## src/rtl/jtag_host.sv

```systemverilog
// JTAG host: turns queued TAP_RESET / IR / DR / idle commands into TCK/TMS/TDI waveforms
// and returns the TDO bits captured during IR and DR shifts.
module jtag_host #(
  parameter int unsigned DIV = 2
) (
  input  logic        clk,
  input  logic        rst_n,
  input  logic        cmd_valid,
  output logic        cmd_ready,
  input  logic [1:0]  cmd_type,
  input  logic [4:0]  cmd_len,
  input  logic [15:0] cmd_data,
  output logic        rsp_valid,
  output logic [15:0] rsp_data,
  output logic        TCK,
  output logic        TMS,
  output logic        TDI,
  input  logic        TDO
);

  localparam int unsigned DW = 16;
  localparam int unsigned LW = 5;
  localparam int unsigned CW = 8;

  localparam logic [1:0] CMD_TAP_RESET = 2'd0;
  localparam logic [1:0] CMD_IR        = 2'd1;
  localparam logic [1:0] CMD_DR        = 2'd2;

  localparam logic [CW-1:0] DIV_LAST = CW'(DIV - 1);

  typedef enum logic [2:0] {
    IDLE,
    HEADER,
    SHIFT,
    TRAILER,
    RUNCYC
  } state_t;

  state_t          state_q, state_d, nxt;
  logic [1:0]      typ_q, typ_d;
  logic [LW-1:0]   len_q, len_d, acc_len;
  logic [DW-1:0]   data_q, data_d;
  logic [LW-1:0]   idx_q, idx_d;
  logic [CW-1:0]   div_q, div_d;
  logic [DW-1:0]   cap_q, cap_d;
  logic            tck_q, tck_d;
  logic            tms_q, tms_d;
  logic            tdi_q, tdi_d;
  logic            ready_q, ready_d;
  logic            rsp_valid_q, rsp_valid_d;
  logic [DW-1:0]   rsp_data_q, rsp_data_d;

  // Lengths of 0 behave as 1 and anything past the data width saturates.
  function automatic logic [LW-1:0] clamp_len(input logic [LW-1:0] len);
    if (len == '0) return LW'(1);
    if (len > LW'(DW)) return LW'(DW);
    return len;
  endfunction

  function automatic logic is_scan(input logic [1:0] typ);
    return (typ == CMD_IR) || (typ == CMD_DR);
  endfunction

  // Index of the final TCK cycle spent in a given state.
  function automatic logic [LW-1:0] last_idx(input state_t st, input logic [1:0] typ,
                                             input logic [LW-1:0] len);
    logic [LW-1:0] r;
    r = '0;
    case (st)
      HEADER:  r = (typ == CMD_IR) ? LW'(3) : LW'(2);
      SHIFT:   r = len - LW'(1);
      TRAILER: r = LW'(1);
      RUNCYC:  r = (typ == CMD_TAP_RESET) ? LW'(5) : len - LW'(1);
      default: r = '0;
    endcase
    return r;
  endfunction

  // {TMS, TDI} to present for TCK cycle idx of state st.
  function automatic logic [1:0] pins(input state_t st, input logic [1:0] typ,
                                      input logic [LW-1:0] len, input logic [DW-1:0] data,
                                      input logic [LW-1:0] idx);
    logic tms, tdi;
    tms = 1'b0;
    tdi = 1'b0;
    case (st)
      HEADER:  tms = (typ == CMD_IR) ? (idx < LW'(2)) : (idx == '0);
      SHIFT: begin
        tms = (idx == len - LW'(1));
        tdi = data[idx[3:0]];
      end
      TRAILER: tms = (idx == '0);
      RUNCYC:  tms = (typ == CMD_TAP_RESET) && (idx < LW'(5));
      default: tms = 1'b0;
    endcase
    return {tms, tdi};
  endfunction

  always_comb begin
    state_d     = state_q;
    typ_d       = typ_q;
    len_d       = len_q;
    data_d      = data_q;
    idx_d       = idx_q;
    div_d       = div_q;
    cap_d       = cap_q;
    tck_d       = tck_q;
    tms_d       = tms_q;
    tdi_d       = tdi_q;
    ready_d     = ready_q;
    rsp_valid_d = 1'b0;
    rsp_data_d  = rsp_data_q;
    nxt         = state_q;
    acc_len     = '0;

    case (state_q)
      IDLE: begin
        ready_d = 1'b1;
        if (cmd_valid && ready_q) begin
          acc_len = clamp_len(cmd_len);
          nxt     = is_scan(cmd_type) ? HEADER : RUNCYC;
          state_d = nxt;
          typ_d   = cmd_type;
          len_d   = acc_len;
          data_d  = cmd_data;
          idx_d   = '0;
          div_d   = '0;
          cap_d   = '0;
          tck_d   = 1'b0;
          ready_d = 1'b0;
          {tms_d, tdi_d} = pins(nxt, cmd_type, acc_len, cmd_data, '0);
        end
      end

      default: begin
        if (div_q != DIV_LAST) begin
          div_d = div_q + CW'(1);
        end else begin
          div_d = '0;
          tck_d = ~tck_q;
          if (!tck_q) begin
            // Rising edge: capture TDO for the current shift bit.
            if (state_q == SHIFT) cap_d[idx_q[3:0]] = TDO;
          end else begin
            // Falling edge: advance to the next TCK cycle and drive its pins.
            if (idx_q == last_idx(state_q, typ_q, len_q)) begin
              idx_d = '0;
              case (state_q)
                HEADER:  nxt = SHIFT;
                SHIFT:   nxt = TRAILER;
                default: nxt = IDLE;
              endcase
            end else begin
              idx_d = idx_q + LW'(1);
              nxt   = state_q;
            end
            state_d = nxt;
            if (nxt == IDLE) begin
              ready_d = 1'b1;
              tdi_d   = 1'b0;
              if (state_q == TRAILER) begin
                rsp_valid_d = 1'b1;
                rsp_data_d  = cap_q;
              end
            end else begin
              {tms_d, tdi_d} = pins(nxt, typ_q, len_q, data_q, idx_d);
            end
          end
        end
      end
    endcase
  end

  always_ff @(posedge clk or negedge rst_n) begin
    if (!rst_n) begin
      state_q     <= IDLE;
      typ_q       <= '0;
      len_q       <= '0;
      data_q      <= '0;
      idx_q       <= '0;
      div_q       <= '0;
      cap_q       <= '0;
      tck_q       <= 1'b0;
      tms_q       <= 1'b1;
      tdi_q       <= 1'b0;
      ready_q     <= 1'b0;
      rsp_valid_q <= 1'b0;
      rsp_data_q  <= '0;
    end else begin
      state_q     <= state_d;
      typ_q       <= typ_d;
      len_q       <= len_d;
      data_q      <= data_d;
      idx_q       <= idx_d;
      div_q       <= div_d;
      cap_q       <= cap_d;
      tck_q       <= tck_d;
      tms_q       <= tms_d;
      tdi_q       <= tdi_d;
      ready_q     <= ready_d;
      rsp_valid_q <= rsp_valid_d;
      rsp_data_q  <= rsp_data_d;
    end
  end

  assign cmd_ready = ready_q;
  assign rsp_valid = rsp_valid_q;
  assign rsp_data  = rsp_data_q;
  assign TCK       = tck_q;
  assign TMS       = tms_q;
  assign TDI       = tdi_q;

endmodule

```

## config.mk

```make
export PLATFORM = sky130hd
export DESIGN_NAME = jtag_host
export DESIGN_NICKNAME = d
export VERILOG_FILES = /design/src/rtl/jtag_host.sv
export SDC_FILE = /design/constraint.sdc
export NUM_CORES = 1
export LEC_CHECK = 0
export BUFFER_PORTS_ARGS = -buffer_cell sky130_fd_sc_hd__buf_2
export CORE_UTILIZATION = 55
export DETAILED_ROUTE_END_ITERATION = 12
export HOLD_SLACK_MARGIN = 0.15
export PLACE_DENSITY = 0.88
export SYNTH_ARGS = -nofsm -noshare
export SYNTH_HDL_FRONTEND = slang
export SYNTH_SLANG_ARGS = --single-unit
```

## constraint.sdc

```tcl
create_clock -name clk -period 6.34 [get_ports clk]
set_clock_uncertainty 0.1 [all_clocks]
set_input_delay 0.317 -clock clk [delete_from_list [all_inputs] [get_ports clk]]
set_output_delay 0.317 -clock clk [all_outputs]
set_load 0.02 [all_outputs]
```

==> summary.txt <==
Global route
  – GRT busiest layer: met2
  – Number of global-route vias before repair: ~3.3k
  – GR Util met3: roughly 5.4%
  – Pin count of the biggest net entering global routing: 77
  – Initial antenna violation count: 0
  – Remaining Overflow, GRT: 0
  – Met1 usage: about a third
  – Grt met2 use: between 40% and 50%
  – Global Route Usage Sum: a little over a quarter
  – First-pass GRT wire length: ~16,000 um

Logic synthesis
  – Mapped Nets: approximately 460
  – Post-synth EDFFs: 0
  – Sequential-to-total area share from yosys stat: a little under half
  – Synth area leader: dfrtp_1
  – Number of synthesis warnings: 0
  – Async SR Flop Fraction: 100%
  – Cells after synthesis: about 430
  – Distinct cells, synth: 56
  – Main synth FF type: dfrtp_1
  – Post-synthesis cell area: 4030 um2
  – Synth Register Bits: 76
  – Top cells by area, synth: dfrtp_1 (47%), nand2_1 (8.5%), o21ai_0 (7.2%)
  – Area share of the largest cell type after synthesis: 46.6%
  – Syn avg cell area: between 9 and 10 um2

Setup path
  – Worst Path Arrival: around 3900 ps
  – CP required: approximately 6500 ps
  – FF-to-FF setup slack: 2610 ps
  – CP Capture Type: flop
  – Crit Path Category: reg2reg
  – Largest fanout on the critical path: 17
  – Crit path launch type: flop

Timing
  – Setup ws final: between 2000 and 3000 ps
  – Final period utilization: ~59%
  – Period minus WS final: roughly 3700 ps
  – RSZ-0062 raised after global routing: no
  – Hold Slack: 220 ps
  – Worst slew margin relative to its limit: 36.8%
  – Setup TNS: 0 ps
  – Final setup viols: 0
  – Worst Tran Pin Value: between 900 and 1000 ps
  – Fmax: 268 MHz
  – Endpoints failing hold: 0
  – Final number of max-transition violations: 0

Floorplan
  – Die W: 87.6 um
  – Initial Util: 58.0%
  – Die area: 7670 um2
  – # rows: 30
  – Die span in y: 87.6 um
  – Core region area: 6940 um2
  – I/O pins: 48

Layout
  – Area Growth Syn to Fin: 18.1%
  – Number of diodes: 0
  – Fin nets: ~520
  – Commonest non-fill, non-tap cell in the layout: nand2_1
  – Commonest cells after routing, fill and taps aside: nand2_1 (91), dfrtp_1 (75), o21ai_0 (58)
  – Layout cells sized above 1: between 10% and 20%

Power
  – Pwr dens: around 400 nW/um2
  – VDD IR max: between 0.2 and 0.3 mV
  – Leakage: between 2 and 2.5 nW
  – Total power: 0.00195 W

Placement
  – Gpl congestion: 0.920
  – I/O Buffers: 47
  – Hpwl dp: approximately 6200 um
  – Worst slack, placed: 2640 ps

Routing
  – Detailed Route Iter0 Violations: ~220
  – Via count: 3,444
  – First-pass iteration count of the detailed router: 5
  – Remaining DRCs: 0
  – Antenna Nets Post-Route: 0
  – Routed WL: 9200 um
  – Via density: roughly 5.8
  – Avg WL per Cell: around 16 um

Job
  – Max-cap violations: 0

Clocking
  – CTS tree: yes
  – Post_cts resized: 0
  – CTS H-Tree Depth: 3
  – CTS Buffer Depth: 2
  – Root buffer cell: clkbuf_8
  – Clk sink count: 76
  – Worst skew pair latency: 350 ps
  – Total CTS buffers: 9
  – Clock Pin Slew Worst Setup and Hold Paths: approximately 70 ps

Worst hold path
  – Hold Crit Class: in2reg

Outcome
  – Status: finished, final reports clean
-- where the power goes --
group / switching, W / total [W] / internal [W] / leakage [nW]
Sequential: 0.000160 / 0.000772 / 0.000612 / 1.01
Clock: 0.000182 / 0.000374 / 0.000192 / 0.0983
Combinational: 0.000473 / 0.000803 / 0.000331 / 1.16
Total: 0.000815 / 0.00195 / 0.00113 / 2.27
-- flip-flops by register name, summed over array words and instances (netlist names) --
name       cells
TCK            1
TDI            1
TMS            1
cap_q         16
cmd_ready      1
data_q        16
div_q          8
idx_q          5
len_q          5
rsp_data      16
rsp_valid      1
state_q        3
typ_q          2
-- layer usage --
metal	part of all wire (%)	routed length, um
met5	0	0
met2	48	4430
met1	44	4030
met4	2.3	210
met3	5.7	528
-- synthesized netlist by cell type, types with 3 or more instances --
library cell / instances
buf_1: 3
nor2_1: 10
a31oi_1: 6
dfrtp_1: 75
clkbuf_1: 15
nand2b_1: 8
o31ai_1: 3
mux2i_1: 4
nor3_1: 10
nor2b_1: 7
ha_1: 8
xnor2_1: 6
inv_1: 9
xor2_1: 7
buf_2: 3
mux2_2: 7
mux2_4: 10
nand3_1: 9
nand2_1: 91
o22ai_1: 3
or3_1: 3
mux4_2: 3
and3_1: 5
a21oi_1: 21
nor4_1: 3
o21ai_0: 58
-- path summary, 6_finish.rpt --
| path | start | end | cells past startpoint |
|---|---|---|---|
| worst max register to register | len_q[0] | rsp_data[9] | 10 |
| worst min register to register | data_q[12] | data_q[12] | 2 |
| worst min-delay path | cmd_len[0] | len_q[0] | 3 |
| max in group asynchronous | rst_n | data_q[11] | 3 |
| worst max-delay path | len_q[0] | rsp_data[9] | 10 |
| min in group asynchronous | rst_n | rsp_data[5] | 3 |
-- kinds of logic (layout without fill, tap and decap cells) --
group | after synthesis | count (layout) | share of synthesized area, %
simple gates | 162 | 162 | 19.8
compound gates | 112 | 112 | 16.2
flops | 76 | 76 | 47.3
buf+inv | 31 | 99 | 3.17
mux | 24 | 24 | 8.36
xor+xnor | 13 | 13 | 2.83
fa+ha+maj | 8 | 8 | 2.49
-- critical path, stage by stage (launching register included) --
cell and delay, ps:
dfrtp_1 430, inv_1 120, ha_1 240, nor3b_2 170
xnor2_1 380, o32a_1 220, nor2_1 60, nor4_4 820
and2b_1 310, nand4b_4 350, mux2_4 410
-- stage by stage --
step	area (um2)	cells	util [%]
after floorplan	4030	426	-
after global placement	4320	550	62.2
after detailed placement	4320	550	62.2
after CTS	4760	590	68.5
after global routing	4760	590	68.5
final	4760	590	68.5
-- repair_timing --
action / 4_1_cts / 5_1_grt
buffers inserted: 0 / 0
hold buffers: 24 / 0
hold endpoints to repair: 99 / 0
-- layout make-up --
type | count | area, um2
timing repair buffer | 74 | 498
clock buffer | 10 | 138
multi-input combinational | 319 | 2000
sequential | 76 | 1900
tap | 96 | 120
fill | 542 | 2190
inverter | 9 | 33.8
clock inverter | 6 | 63.8
Power figures use the tool's default switching activity.
